<file path="config.mk">
export PLATFORM = sky130hd
export DESIGN_NAME = wb_port_sched_flat
export DESIGN_NICKNAME = d
export VERILOG_FILES = /design/src/rtl/wb_port_sched_pkg.sv /design/src/rtl/wb_port_sched_if.sv /design/src/rtl/wb_port_sched_rr_arb2.sv /design/src/rtl/wb_port_sched.sv /design/src/flat_wrapper.sv
export SDC_FILE = /design/constraint.sdc
export NUM_CORES = 1
export LEC_CHECK = 0
export ABC_AREA = 1
export ABC_CLOCK_PERIOD_IN_PS = 2500
export BUFFER_PORTS_ARGS = -buffer_cell sky130_fd_sc_hd__clkbuf_2
export CAP_MARGIN = 20
export CORE_MARGIN = 2
export CORE_UTILIZATION = 49
export CTS_CLUSTER_SIZE = 12
export DETAILED_ROUTE_END_ITERATION = 10
export PLACE_DENSITY = 0.78
export SLEW_MARGIN = 5
export SYNTH_ARGS = -nofsm -noshare
export SYNTH_HDL_FRONTEND = slang
export SYNTH_HIERARCHICAL = 1
export SYNTH_SLANG_ARGS = --single-unit
</file>
<file path="constraint.sdc">
create_clock -name clk -period 2.5 [get_ports clk]
set_input_delay 0.25 -clock clk [delete_from_list [all_inputs] [get_ports clk]]
set_output_delay 0.25 -clock clk [all_outputs]
set_load 0.01 [all_outputs]
</file>
<file path="src/rtl/wb_port_sched_pkg.sv">
// Shared constants and source encodings for the
// register-file write-port scheduler.
package wb_port_sched_pkg;

  localparam logic ENABLE  = 1'b1;
  localparam logic DISABLE = 1'b0;

  localparam int REG_ADDR_W = 5;
  localparam int REG_NUM    = 32;
  localparam int DATA_W     = 32;

  typedef enum logic {
    SRC_A = 1'b0,
    SRC_B = 1'b1
  } src_e;

endpackage

</file>
<file path="src/rtl/wb_port_sched_if.sv">
// Write-back sources, issue-side scoreboard queries
// and register-file write port of the scheduler.
interface wb_port_sched_if #(
  parameter int DATA_W = 32,
  parameter int ADDR_W = 5
);

  logic              a_valid;
  logic [ADDR_W-1:0] a_rd;
  logic [DATA_W-1:0] a_data;
  logic              a_ready;
  logic              b_valid;
  logic [ADDR_W-1:0] b_rd;
  logic [DATA_W-1:0] b_data;
  logic              b_ready;
  logic              rsv_valid;
  logic [ADDR_W-1:0] rsv_rd;
  logic              rsv_ready;
  logic [ADDR_W-1:0] chk_rs1;
  logic [ADDR_W-1:0] chk_rs2;
  logic              hazard;
  logic              wren;
  logic [ADDR_W-1:0] rd_addr;
  logic [DATA_W-1:0] reg_data;
  logic              idle;
  logic              err;

  modport master (
    output a_valid, a_rd, a_data,
    output b_valid, b_rd, b_data,
    output rsv_valid, rsv_rd,
    output chk_rs1, chk_rs2,
    input  a_ready, b_ready, rsv_ready,
    input  hazard, wren, rd_addr,
    input  reg_data, idle, err
  );

  modport slave (
    input  a_valid, a_rd, a_data,
    input  b_valid, b_rd, b_data,
    input  rsv_valid, rsv_rd,
    input  chk_rs1, chk_rs2,
    output a_ready, b_ready, rsv_ready,
    output hazard, wren, rd_addr,
    output reg_data, idle, err
  );

endinterface

</file>
<file path="src/rtl/wb_port_sched_rr_arb2.sv">
// Two-way round-robin arbiter; rr_last only moves
// when both sources compete.
module rr_arb2
  import wb_port_sched_pkg::*;
(
  input  logic clk,
  input  logic rst_n,
  input  logic a_valid,
  input  logic b_valid,
  output logic a_ready,
  output logic b_ready
);

  src_e rr_last;

  assign a_ready = ~b_valid | (rr_last == SRC_B);
  assign b_ready = ~a_valid | (rr_last == SRC_A);

  always_ff @(posedge clk or negedge rst_n) begin
    if (!rst_n) begin
      rr_last <= SRC_B;
    end else if (a_valid && b_valid) begin
      rr_last <= a_ready ? SRC_A : SRC_B;
    end
  end

endmodule

</file>
<file path="src/rtl/wb_port_sched.sv">
// Register-file write-port scheduler: arbitrated
// write-back stage plus busy scoreboard.
module wb_port_sched
  import wb_port_sched_pkg::*;
#(
  parameter int DATA_W = wb_port_sched_pkg::DATA_W,
  parameter int ADDR_W = REG_ADDR_W,
  parameter int NREG   = REG_NUM
) (
  input logic            clk,
  input logic            rst_n,
  wb_port_sched_if.slave bus
);

  localparam int CW = $clog2(NREG + 1);

  logic            acc_a;
  logic            acc_b;
  logic            set;
  logic            clr;
  logic            bad;
  logic [NREG-1:0] busy;
  logic [NREG-1:0] busy_nxt;
  logic [CW-1:0]   pend_cnt;

  rr_arb2 u_arb (
    .clk     (clk),
    .rst_n   (rst_n),
    .a_valid (bus.a_valid),
    .b_valid (bus.b_valid),
    .a_ready (bus.a_ready),
    .b_ready (bus.b_ready)
  );

  assign acc_a = bus.a_valid & bus.a_ready;
  assign acc_b = bus.b_valid & bus.b_ready;

  always_ff @(posedge clk or negedge rst_n) begin
    if (!rst_n) begin
      bus.wren     <= DISABLE;
      bus.rd_addr  <= '0;
      bus.reg_data <= '0;
    end else begin
      unique case (1'b1)
        acc_a: begin
          bus.wren     <= (bus.a_rd != '0);
          bus.rd_addr  <= bus.a_rd;
          bus.reg_data <= bus.a_data;
        end
        acc_b: begin
          bus.wren     <= (bus.b_rd != '0);
          bus.rd_addr  <= bus.b_rd;
          bus.reg_data <= bus.b_data;
        end
        default: bus.wren <= DISABLE;
      endcase
    end
  end

  // x0 never becomes busy, so reserving it always passes
  assign bus.rsv_ready = ~busy[bus.rsv_rd]
                       | (bus.rsv_rd == '0);

  assign set = bus.rsv_valid & bus.rsv_ready
             & (bus.rsv_rd != '0);
  assign clr = bus.wren & busy[bus.rd_addr];
  assign bad = bus.wren & ~busy[bus.rd_addr];

  always_comb begin
    busy_nxt = busy;
    if (clr) busy_nxt[bus.rd_addr] = 1'b0;
    if (set) busy_nxt[bus.rsv_rd]  = 1'b1;
    busy_nxt[0] = 1'b0;
  end

  always_ff @(posedge clk or negedge rst_n) begin
    if (!rst_n) begin
      busy     <= '0;
      pend_cnt <= '0;
      bus.err  <= DISABLE;
    end else begin
      busy     <= busy_nxt;
      pend_cnt <= pend_cnt + CW'(set) - CW'(clr);
      if (bad) bus.err <= ENABLE;
    end
  end

  assign bus.hazard =
      (busy[bus.chk_rs1] & (bus.chk_rs1 != '0))
    | (busy[bus.chk_rs2] & (bus.chk_rs2 != '0));

  assign bus.idle = (pend_cnt == '0) & ~bus.wren;

endmodule

</file>
<file path="src/flat_wrapper.sv">
// flat-port wrapper written by rule: the top's interface ports become plain ports
module wb_port_sched_flat import wb_port_sched_pkg::*;
#(
  parameter int DATA_W = wb_port_sched_pkg::DATA_W,
  parameter int ADDR_W = REG_ADDR_W,
  parameter int NREG   = REG_NUM
)
  (clk, rst_n, bus_a_valid, bus_a_rd, bus_a_data, bus_b_valid, bus_b_rd, bus_b_data, bus_rsv_valid, bus_rsv_rd, bus_chk_rs1, bus_chk_rs2, bus_a_ready, bus_b_ready, bus_rsv_ready, bus_hazard, bus_wren, bus_rd_addr, bus_reg_data, bus_idle, bus_err);
  wb_port_sched_if #(.DATA_W(DATA_W), .ADDR_W(ADDR_W)) bus_i ();
  input logic clk;
  input logic rst_n;
  input wire logic [$bits(bus_i.a_valid)-1:0] bus_a_valid;
  input wire logic [$bits(bus_i.a_rd)-1:0] bus_a_rd;
  input wire logic [$bits(bus_i.a_data)-1:0] bus_a_data;
  input wire logic [$bits(bus_i.b_valid)-1:0] bus_b_valid;
  input wire logic [$bits(bus_i.b_rd)-1:0] bus_b_rd;
  input wire logic [$bits(bus_i.b_data)-1:0] bus_b_data;
  input wire logic [$bits(bus_i.rsv_valid)-1:0] bus_rsv_valid;
  input wire logic [$bits(bus_i.rsv_rd)-1:0] bus_rsv_rd;
  input wire logic [$bits(bus_i.chk_rs1)-1:0] bus_chk_rs1;
  input wire logic [$bits(bus_i.chk_rs2)-1:0] bus_chk_rs2;
  output wire logic [$bits(bus_i.a_ready)-1:0] bus_a_ready;
  output wire logic [$bits(bus_i.b_ready)-1:0] bus_b_ready;
  output wire logic [$bits(bus_i.rsv_ready)-1:0] bus_rsv_ready;
  output wire logic [$bits(bus_i.hazard)-1:0] bus_hazard;
  output wire logic [$bits(bus_i.wren)-1:0] bus_wren;
  output wire logic [$bits(bus_i.rd_addr)-1:0] bus_rd_addr;
  output wire logic [$bits(bus_i.reg_data)-1:0] bus_reg_data;
  output wire logic [$bits(bus_i.idle)-1:0] bus_idle;
  output wire logic [$bits(bus_i.err)-1:0] bus_err;
  assign bus_i.a_valid = bus_a_valid;
  assign bus_i.a_rd = bus_a_rd;
  assign bus_i.a_data = bus_a_data;
  assign bus_i.b_valid = bus_b_valid;
  assign bus_i.b_rd = bus_b_rd;
  assign bus_i.b_data = bus_b_data;
  assign bus_i.rsv_valid = bus_rsv_valid;
  assign bus_i.rsv_rd = bus_rsv_rd;
  assign bus_i.chk_rs1 = bus_chk_rs1;
  assign bus_i.chk_rs2 = bus_chk_rs2;
  assign bus_a_ready = bus_i.a_ready;
  assign bus_b_ready = bus_i.b_ready;
  assign bus_rsv_ready = bus_i.rsv_ready;
  assign bus_hazard = bus_i.hazard;
  assign bus_wren = bus_i.wren;
  assign bus_rd_addr = bus_i.rd_addr;
  assign bus_reg_data = bus_i.reg_data;
  assign bus_idle = bus_i.idle;
  assign bus_err = bus_i.err;
  wb_port_sched #(.DATA_W(DATA_W), .ADDR_W(ADDR_W), .NREG(NREG)) u_core (.clk(clk), .rst_n(rst_n), .bus(bus_i));
endmodule
</file>
==> metrics.txt <==
leakage about 3.5 nW; number of CTS-inserted buffers 9; Remaining DRCs 0; Hold Fails Final Rpt 0; layout cells sized above 1 0.237; Comb pwr share 0.501; die area 0.0120 mm²; Startpoint Class flop; max-slew violations 0; power share of the clock group 0.167; Final Power approximately 6.0 mW; Crit path largest cell delay roughly 460 ps; TritonRoute pass-1 iters 5; post-synthesis instance total 840; commonest non-fill, non-tap cell in the layout nand2_1; Detail Route Antenna Nets 0; vias post-DR 6,211; fmax about 400 MHz; final setup margin roughly 5.3 ps; critical path endpoint category flop; Net count, final approximately 1,100; status finished, final reports clean; Core Region around 0.011 mm²; CP Cell Sequence inv_6 -> nor2_2 -> nand2_1 -> nand3_1 -> nand2_1 -> nand2_1 -> nor2_2 -> a21oi_2 -> ha_1 -> inv_2 -> ha_4 -> fa_2 -> a21oi_2 -> o21ai_1 -> xor2_1; Area Growth Syn to Fin 24.3%; crit path kind reg2reg; Remaining Overflow, GRT 0; CP delay by family, top adder cells; CTS clk-pin slew, worst paths ~90 ps; # fillers between 1,000 and 1,500; Syn Area/Cell between 6 and 7 µm²; sw power between 2 and 3 mW; Die X 109 µm; Worst-Margin Slew around 980 ps; Total GRT Usage 0.291; CTS tree done; # setup viols final 0; First DRT Iteration DRCs about 460; antenna violations before repair 0; most used cell, CP nand2_1; Mapped Area roughly 0.0054 mm²; power density cells 884 mW/mm²; Antenna diodes 0; # rows 38; DP HPWL about 13,000 µm; Starting Density 0.502; fin crit share 0.998; Skew-Pair Late Insertion Delay around 360 ps; pre-CTS setup slack -32.9 ps; Synth warnings 6; Final Core Density 0.625; io pins around 140; final wirelength 17,300 µm; Reg power frac 0.333; Final Skew 8.65 ps; CP max-delay cell dfrtp_2; sequential share of the synthesized area 0.354; unrepaired setup endpoints after global routing yes; Max VDD drop approximately 0.42 mV; htree depth 3; area leader, netlist dfrtp_1; flip-flop and latch count after synthesis just under 80; Tmin final approximately 2500 ps; Clock Path Buffers 2; switching share of power 0.439; syn nets between 900 and 1,000; Min-Delay Path Class in2async; Area contributors post-synth dfrtp_1 35%, nand2_1 16%, nand3_1 9.0%, o21ai_0 7.8%, nor2_1 7.4%; most frequent cells in the layout 235 x nand2_1, 136 x clkbuf_2, 107 x nor2_1, 98 x nand3_1, 84 x o21ai_0; CTS Root Cell clkbuf_8; Critical Path RT roughly 2700 ps; DR vias/cell 5.43; routability congestion estimate around 1.0; WL/cell roughly 15 µm; max-cap violations 0; CP arrival 2730 ps; crit path max fanout 19; I/O Buffers around 140; share of the synthesized area in the top cell type 0.349; Netlist cell types 33; clk sink count 77; Power Internal between 3 and 4 mW; first-pass GRT wire length roughly 27,000 µm; Slew Limit Headroom 0.349; largest net degree at the start of global routing 78; hold buffer count at CTS 0; vias in the first global route between 5,000 and 6,000; CP Buf/Inv Count 2; chip height around 110 µm
==> final timing paths <==
check	to	start	cells after the start	slack [ps]
worst max-delay path	u_core/pend_cnt[4]	u_core/bus.rd_addr[0]	15	5
worst min-delay path	u_core/bus.reg_data[12]	rst_n	1	30
worst max register to register	u_core/pend_cnt[4]	u_core/bus.rd_addr[0]	15	5
worst min register to register	u_core/u_arb/rr_last	u_core/u_arb/rr_last	2	480
max in group asynchronous	u_core/bus.rd_addr[0]	rst_n	1	1780
min in group clk	u_core/u_arb/rr_last	bus_a_valid	3	110
==> synthesized netlist by cell type, drive strengths merged <==
cell type and number:
a21oi 14, fa 1, dfstp 1, o21ai 88, nor3 17, nand4 37, clkinv 2, o211ai 14
nor4 1, buf 19, nor2 114, o22ai 3, dfrtp 76, nand3 98, xor2 4, o21bai 1
ha 8, a31oi 2, clkbuf 26, o41ai 1, nand2 241, inv 72
==> routing by layer <==
layer	share of wire	global-route usage	vias to the layer above
met5	0	0	-
met4	0.027	0.119	0
met3	0.090	0.0723	41
met2	0.47	0.467	290
met1	0.42	0.376	2792
li1	-	-	3088
==> power by group through the flow <==
stage                     Sequential (mW)  Combinational, mW  Clock, mW
after floorplan                      2.04               1.68          0
after global routing                 2.03               3.33       1.07
final                                1.99               3.00      0.997
after global placement               1.99               2.83          0
after CTS                            1.98               2.91       1.01
after detailed placement             1.99               2.88          0
==> flip-flops by register name, indices dropped and copies added, names as in the netlist <==
signal                cells
u_core/u_arb/rr_last      1
u_core/bus.err            1
u_core/busy              31
u_core/pend_cnt           6
u_core/bus.reg_data      32
u_core/bus.rd_addr        5
u_core/bus.wren           1
==> cell families after synthesis <==
kind of cell	synth area share
fa+ha+maj	0.0221
buf+inv	0.0942
xor+xnor	0.00643
flops	0.354
simple gates	0.401
compound gates	0.122
==> through the flow <==
stage / hold slack [ps] / area (µm²) / cells / setup TNS, ps
finish: 28.0 / 6770 / 1143 / 0
global route: 115 / 6770 / 1143 / -309
floorplan: -45.6 / 5460 / 840 / 0
detailed placement: 466 / 6510 / 1126 / -32.9
global placement: 460 / 6510 / 1126 / 0
CTS: 73.2 / 6720 / 1142 / 0
==> worst reg2reg max path, stage by stage (launching register included) <==
cell and delay (ps):
dfrtp_2 460, inv_6 150, nor2_2 50, nand2_1 60, nand3_1 80, nand2_1 80, nand2_1 60, nor2_2 130
a21oi_2 70, ha_1 290, inv_2 40, ha_4 160, fa_2 370, a21oi_2 150, o21ai_1 80, xor2_1 140
==> repair_timing <==
item                                    4_1_cts  5_1_grt
resized for setup                             2       10
endpoints found under the setup margin        1        2
pin swaps                                     1        4
buffers inserted                              0        1
==> area by class of cell <==
type | instances | area [µm²] | share of cell area
Multi-Input combinational cell | 644 | 3060 | 0.452
Sequential cell | 77 | 1930 | 0.285
Timing Repair Buffer | 192 | 1110 | 0.164
Inverter | 74 | 283 | 0.0418
Tap cell | 140 | 175 | 0.0259
Clock buffer | 12 | 155 | 0.0229
Clock inverter | 4 | 55.1 | 0.00813
Power figures use the tool's default switching activity.
